`config.mk`:
```
export PLATFORM = sky130hd
export DESIGN_NAME = frame_scan_streamer_flat
export DESIGN_NICKNAME = d
export VERILOG_FILES = /design/src/rtl/frame_scan_streamer_pkg.sv /design/src/rtl/frame_scan_streamer_if.sv /design/src/rtl/frame_scan_streamer_scan_counter.sv /design/src/rtl/frame_scan_streamer.sv /design/src/flat_wrapper.sv
export SDC_FILE = /design/constraint.sdc
export NUM_CORES = 1
export LEC_CHECK = 0
export BUFFER_PORTS_ARGS = -buffer_cell sky130_fd_sc_hd__buf_2
export CORE_MARGIN = 4
export CORE_UTILIZATION = 50
export DETAILED_ROUTE_END_ITERATION = 7
export PLACE_DENSITY_LB_ADDON = 0.08
export RECOVER_POWER = 25
export SLEW_MARGIN = 40
export SYNTH_ARGS = -nofsm -noshare
export SYNTH_HDL_FRONTEND = slang
export SYNTH_SLANG_ARGS = --single-unit
```
`constraint.sdc`:
```
create_clock -name clk -period 5.65 [get_ports clk]
set_clock_uncertainty 0.2 [all_clocks]
set_input_delay 1.13 -clock clk [delete_from_list [all_inputs] [get_ports clk]]
set_output_delay 1.13 -clock clk [all_outputs]
set_load 0.05 [all_outputs]
```
`src/rtl/frame_scan_streamer_pkg.sv`:
```
// Shared types and helpers for the raster-scan pixel streamer.
// Holds frame-size defaults, FSM states, marker bit positions and grey expansion.
package frame_gen_pkg;

  localparam int FRAME_W = 640;
  localparam int FRAME_H = 480;

  typedef enum logic [1:0] {
    IDLE  = 2'd0,
    SCAN  = 2'd1,
    FLUSH = 2'd2,
    DONE  = 2'd3
  } state_t;

  localparam int MARK_SOF  = 0;
  localparam int MARK_EOL  = 1;
  localparam int MARK_EOF  = 2;
  localparam int MARK_BITS = 3;

  // Bit replication spreads the 2-bit code evenly over the 8-bit grey range.
  function automatic logic [7:0] grey_decode(input logic [1:0] code);
    return {4{code}};
  endfunction

endpackage

```
`src/rtl/frame_scan_streamer_if.sv`:
```
// Pixel stream bus from the raster-scan streamer to the frame sink.
interface frame_scan_streamer_if;

  logic [7:0] data;
  logic       valid;
  logic       ready;
  logic       sof;
  logic       eol;
  logic       eof;

  modport master (output data, valid, sof, eol, eof, input ready);
  modport slave  (input data, valid, sof, eol, eof, output ready);

endinterface

```
`src/rtl/frame_scan_streamer_scan_counter.sv`:
```
// Column/row raster counter with enable and clear; flags the last column and last pixel.
module scan_counter
  import frame_gen_pkg::*;
#(
  parameter int frame_width  = FRAME_W,
  parameter int frame_height = FRAME_H
) (
  input  logic        clk,
  input  logic        rst_n,
  input  logic        clear,
  input  logic        enable,
  output logic [31:0] x,
  output logic [31:0] y,
  output logic        last_x,
  output logic        last_frame
);

  localparam int XW = (frame_width  > 1) ? $clog2(frame_width)  : 1;
  localparam int YW = (frame_height > 1) ? $clog2(frame_height) : 1;

  logic [XW-1:0] x_reg;
  logic [YW-1:0] y_reg;
  logic          last_y;

  assign last_x     = (x_reg == XW'(frame_width - 1));
  assign last_y     = (y_reg == YW'(frame_height - 1));
  assign last_frame = last_x && last_y;

  // Wrapping to (0,0) after the final pixel keeps addresses inside the frame.
  always_ff @(posedge clk) begin
    if (!rst_n || clear) begin
      x_reg <= '0;
      y_reg <= '0;
    end else if (enable) begin
      if (last_x) begin
        x_reg <= '0;
        y_reg <= last_y ? '0 : y_reg + YW'(1);
      end else begin
        x_reg <= x_reg + XW'(1);
      end
    end
  end

  assign x = 32'(x_reg);
  assign y = 32'(y_reg);

endmodule

```
`src/rtl/frame_scan_streamer.sv`:
```
// Raster-scan driver: addresses the pixel memory, expands codes to grey and
// emits a valid/ready pixel stream with start/end-of-line/end-of-frame markers.
module frame_scan_streamer
  import frame_gen_pkg::*;
#(
  parameter int frame_width  = FRAME_W,
  parameter int frame_height = FRAME_H
) (
  input  logic                         clk,
  input  logic                         rst_n,
  input  logic                         start,
  output logic                         busy,
  output logic                         done,
  output logic [31:0]                  pix_x,
  output logic [31:0]                  pix_y,
  input  logic [1:0]                   pix_value,
  frame_scan_streamer_if.master        m
);

  state_t                 state_reg;
  state_t                 state_next;
  logic                   load;
  logic                   clear;
  logic                   last_x;
  logic                   last_frame;
  logic [7:0]             data_reg;
  logic                   valid_reg;
  logic [MARK_BITS-1:0]   mark_reg;
  logic [MARK_BITS-1:0]   mark_next;

  scan_counter #(
    .frame_width  (frame_width),
    .frame_height (frame_height)
  ) u_counter (
    .clk        (clk),
    .rst_n      (rst_n),
    .clear      (clear),
    .enable     (load),
    .x          (pix_x),
    .y          (pix_y),
    .last_x     (last_x),
    .last_frame (last_frame)
  );

  always_ff @(posedge clk) begin
    if (!rst_n) begin
      state_reg <= IDLE;
    end else begin
      state_reg <= state_next;
    end
  end

  always_comb begin
    state_next = state_reg;
    case (state_reg)
      IDLE:    if (start) state_next = SCAN;
      SCAN:    if (load && last_frame) state_next = FLUSH;
      FLUSH:   if (valid_reg && m.ready) state_next = DONE;
      DONE:    state_next = IDLE;
      default: state_next = IDLE;
    endcase
  end

  // The output register refills whenever it is empty or being drained this cycle.
  always_comb begin
    busy  = (state_reg != IDLE);
    done  = (state_reg == DONE);
    load  = (state_reg == SCAN) && (!valid_reg || m.ready);
    clear = (state_reg == IDLE);
  end

  always_comb begin
    mark_next           = '0;
    mark_next[MARK_SOF] = (pix_x == 32'd0) && (pix_y == 32'd0);
    mark_next[MARK_EOL] = last_x;
    mark_next[MARK_EOF] = last_frame;
  end

  always_ff @(posedge clk) begin
    if (!rst_n) begin
      data_reg  <= '0;
      mark_reg  <= '0;
      valid_reg <= 1'b0;
    end else if (load) begin
      data_reg  <= grey_decode(pix_value);
      mark_reg  <= mark_next;
      valid_reg <= 1'b1;
    end else if (m.ready) begin
      valid_reg <= 1'b0;
    end
  end

  assign m.data  = data_reg;
  assign m.valid = valid_reg;
  assign m.sof   = mark_reg[MARK_SOF];
  assign m.eol   = mark_reg[MARK_EOL];
  assign m.eof   = mark_reg[MARK_EOF];

endmodule

```
`src/flat_wrapper.sv`:
```
// flat-port wrapper written by rule: the top's interface ports become plain ports
module frame_scan_streamer_flat import frame_gen_pkg::*;
#(
  parameter int frame_width  = FRAME_W,
  parameter int frame_height = FRAME_H
)
  (clk, rst_n, start, busy, done, pix_x, pix_y, pix_value, m_data, m_valid, m_sof, m_eol, m_eof, m_ready);
  frame_scan_streamer_if m_i ();
  input  logic clk;
  input  logic rst_n;
  input  logic start;
  output logic busy;
  output logic done;
  output logic [31:0] pix_x;
  output logic [31:0] pix_y;
  input  logic [1:0] pix_value;
  output wire logic [$bits(m_i.data)-1:0] m_data;
  output wire logic [$bits(m_i.valid)-1:0] m_valid;
  output wire logic [$bits(m_i.sof)-1:0] m_sof;
  output wire logic [$bits(m_i.eol)-1:0] m_eol;
  output wire logic [$bits(m_i.eof)-1:0] m_eof;
  input wire logic [$bits(m_i.ready)-1:0] m_ready;
  assign m_data = m_i.data;
  assign m_valid = m_i.valid;
  assign m_sof = m_i.sof;
  assign m_eol = m_i.eol;
  assign m_eof = m_i.eof;
  assign m_i.ready = m_ready;
  frame_scan_streamer #(.frame_width(frame_width), .frame_height(frame_height)) u_core (.clk(clk), .rst_n(rst_n), .start(start), .busy(busy), .done(done), .pix_x(pix_x), .pix_y(pix_y), .pix_value(pix_value), .m(m_i));
endmodule
```
==> results.yml <==
run_status:
  outcome: "finished, final reports clean"
route:
  avgRoutedWirePerCell_um: 11.54
  drc: 0
  ant_nets: 0
  vias: 1294
  drtIter0Drc: 60
  via_per_inst: 4.524
  first_pass_iters: 4
  drt-total-wl_um: 3300
synthesis:
  synth-simple-area-share_pct: 23.61
  synthArstFlopShare_pct: 0
  synth_seq_area_share_pct: 31.28
  synth_compound_area_share_pct: 4.707
  ys.flop_type: "dfxtp_1"
  synth_xor_area_share_pct: 8.617
  syn_area_per_cell_um2: 8.307
  synthAdderAreaFrac_pct: 5.793
  yosys-mux-area-fraction_pct: 1.159
  synth-seq-cells: 27
  yosysWarnings: 0
  syn_inst: 208
  synth_top_family_by_area: "buffers and inverters"
  synth_edf_count: 0
  netlist-cell-type-count: 32
  netlist_area_um2: 1728
clock_tree:
  cts_buffers: 3
  clockRootBuffer: "clkbuf_4"
  htreeDepth: 1
  clock-sinks: 27
  cts_setup_buffers: 0
  clk_latency_ns: 0.32
  hold_buffers: 0
  cts.clk_slew.worst_paths_ns: 0.14
  clockBufferDepth: 2
  cts_resized: 0
  cts_tree: "yes"
worst_setup_path:
  crit_family: "buffers and inverters"
  required_ns: 4.32
  critPathKind: "flop to primary output"
  cp.depth: 4
  crit_start: "u_core.state_reg[0]"
  worstSetupEndpointType: "primary output"
  start_kind: "flop"
  cp.arrival_ns: 1.41
  crit_path_frequent_cell: "inv_1"
  r2r-start: "u_core.u_counter.x_reg[0]"
  cp_max_fo: 4
  r2r_end: "u_core.u_counter.y_reg[0]"
  slowest_delay_ns: 0.42
  r2r_cells: 6
  crit_end: "busy"
  path_cells: "inv_1, ha_1, inv_1, buf_2"
  r2r_slack_ns: 3.31
  crit_slowest_cell: "dfxtp_1"
  worstPathBufferInverterCount: 3
timing:
  slew_viol_final: 0
  worst_hold_slack_ns: 0.2791
  fin_crit_ns: 2.739
  fin_crit_sh_pct: 48.47
  tightest_slew_ns: 0.6482
  finalSetupViolations: 0
  hold_violations: 0
  fin_ws_ns: 2.911
  setup_tns_ns: 0
  rsz0062_at_grt: "no"
  slew_headroom_pct: 56.46
  fmax_mhz: 365.1
power_and_ir_drop:
  power_mw: 0.5776
  switching_share_pct: 51.06
  leakagePower_nw: 0.7780
  p_comb_share_pct: 47.5
  ir_drop_mv: 0.1405
  p_sw_mw: 0.2949
  seq_power_share_pct: 38.3
  p_int_mw: 0.2827
  clkPwrFrac_pct: 14.3
  p_per_area_nw_per_um2: 327.2
final_layout:
  regArea_um2: 540.5
  drive_gt1_share_pct: 17.92
  largest_register_ffs: 10
  num_antenna_cells: 0
  nets: 255
  fill_cells: 357
  area.growth.synth_to_final_pct: 2.172
  most-common-layout-cells: "conb_1 (45), buf_2 (33), dfxtp_1 (27)"
  final_common_cell: "conb_1"
  multi_input_comb_area_um2: 927.1
  design_area_um2: 1765
worst_hold_path:
  min_from: "u_core.mark_reg[2]"
  min_path_type: "flop to flop"
global_route:
  use_met1_pct: 20.88
  met3_usage_pct: 2.024
  grt_max_degree: 15
  track_usage_pct: 14.90
  antenna_found_initial: 0
  grt-ovfl-total: 0
  grt_busiest_layer: "met2"
  grt_pass1_vias: 1099
  use_met2_pct: 23.51
  grt_pass1_wl_um: 5085
place:
  place_area_um2: 1745
  place_ws_ns: 2.770
  gp_congestion: 0.7307
  dp_hpwl_um: 2635
  port_buffers: 38
flow_run:
  cap_violations: 0
die:
  io-pin-count: 84
  die_w_um: 66.79
  start_util_pct: 51.78
  die_y_um: 66.79
  fp-row-count: 21
  fp.coreArea_um2: 3337
  dieArea_um2: 4460
power groups by stage:
stage / Sequential, mW / Clock, mW / Combinational (mW)
global route: 0.224 / 0.0942 / 0.298
detailed placement: 0.224 / 0 / 0.278
CTS: 0.221 / 0.0868 / 0.278
finish: 0.221 / 0.0824 / 0.274
floorplan: 0.253 / 0 / 0.236
global placement: 0.225 / 0 / 0.277
per-stage QoR:
step	utilization, %	std cells
2_1_floorplan	-	252
3_3_place_gp	52.31	282
3_5_place_dp	52.31	282
4_1_cts	53.09	286
5_1_grt	52.91	286
6_report	52.91	286
cells in the mapped netlist (2+ instances only):
library cell | instances | share of area [%]
ha_1 | 8 | 5.8
xor2_1 | 8 | 4.1
a21oi_1 | 4 | 1.2
nor2_1 | 20 | 4.3
and3_1 | 2 | 0.72
a21boi_0 | 3 | 1.3
buf_4 | 51 | 22
clkbuf_1 | 2 | 0.43
o21ai_0 | 2 | 0.58
dfxtp_1 | 27 | 31
nor4_1 | 5 | 1.8
nand3_1 | 8 | 2.3
nor2b_1 | 3 | 1.1
mux2i_1 | 2 | 1.2
inv_1 | 8 | 1.7
nand4_1 | 5 | 1.8
nor3_1 | 3 | 0.87
xnor2_1 | 9 | 4.6
nand3_2 | 2 | 1.2
nand2_1 | 21 | 4.6
nor4_2 | 4 | 2.9
routing by layer:
layer / wire length [um] / vias to the layer above
met5: 0 / -
met4: 17 / 0
met3: 227 / 2
met2: 1527 / 46
met1: 1528 / 586
li1: - / 660
logic make-up (layout without fill, tap and decap cells):
kind of cell,count (synthesis),in the layout
AOI/OAI and AO/OA,13,13
buffers and inverters,62,50
DFF,27,27
muxes,2,2
other,1,45
xor gates and xnor gates,17,17
adders and majority gates,8,8
and+or+nand+nor,78,78
area by class of cell:
| cell class | instances | area share [%] |
|---|---|---|
| inverter | 8 | 1.701 |
| tap | 46 | 3.260 |
| multi-input combinational | 163 | 52.52 |
| sequential | 27 | 30.62 |
| clock buffer | 4 | 1.488 |
| timing repair buffer | 38 | 10.42 |
how the worst min path moves through the flow:
stage                     slack [ns]  cells past startpoint                   to
final                           0.28                      2   u_core.mark_reg[2]
after global routing            0.33                      2   u_core.mark_reg[2]
after CTS                       0.27                      2   u_core.mark_reg[2]
after detailed placement        0.25                      2   u_core.mark_reg[2]
after global placement          0.25                      2   u_core.mark_reg[2]
after floorplan                 0.27                      2  u_core.state_reg[1]
worst min-delay path, cell delays in order (launching register included):
cell and delay [ns]:
dfxtp_1 0.34, nand2_1 0.05, a21boi_0 0.06
No activity file was read; power rests on OpenSTA's default activity.
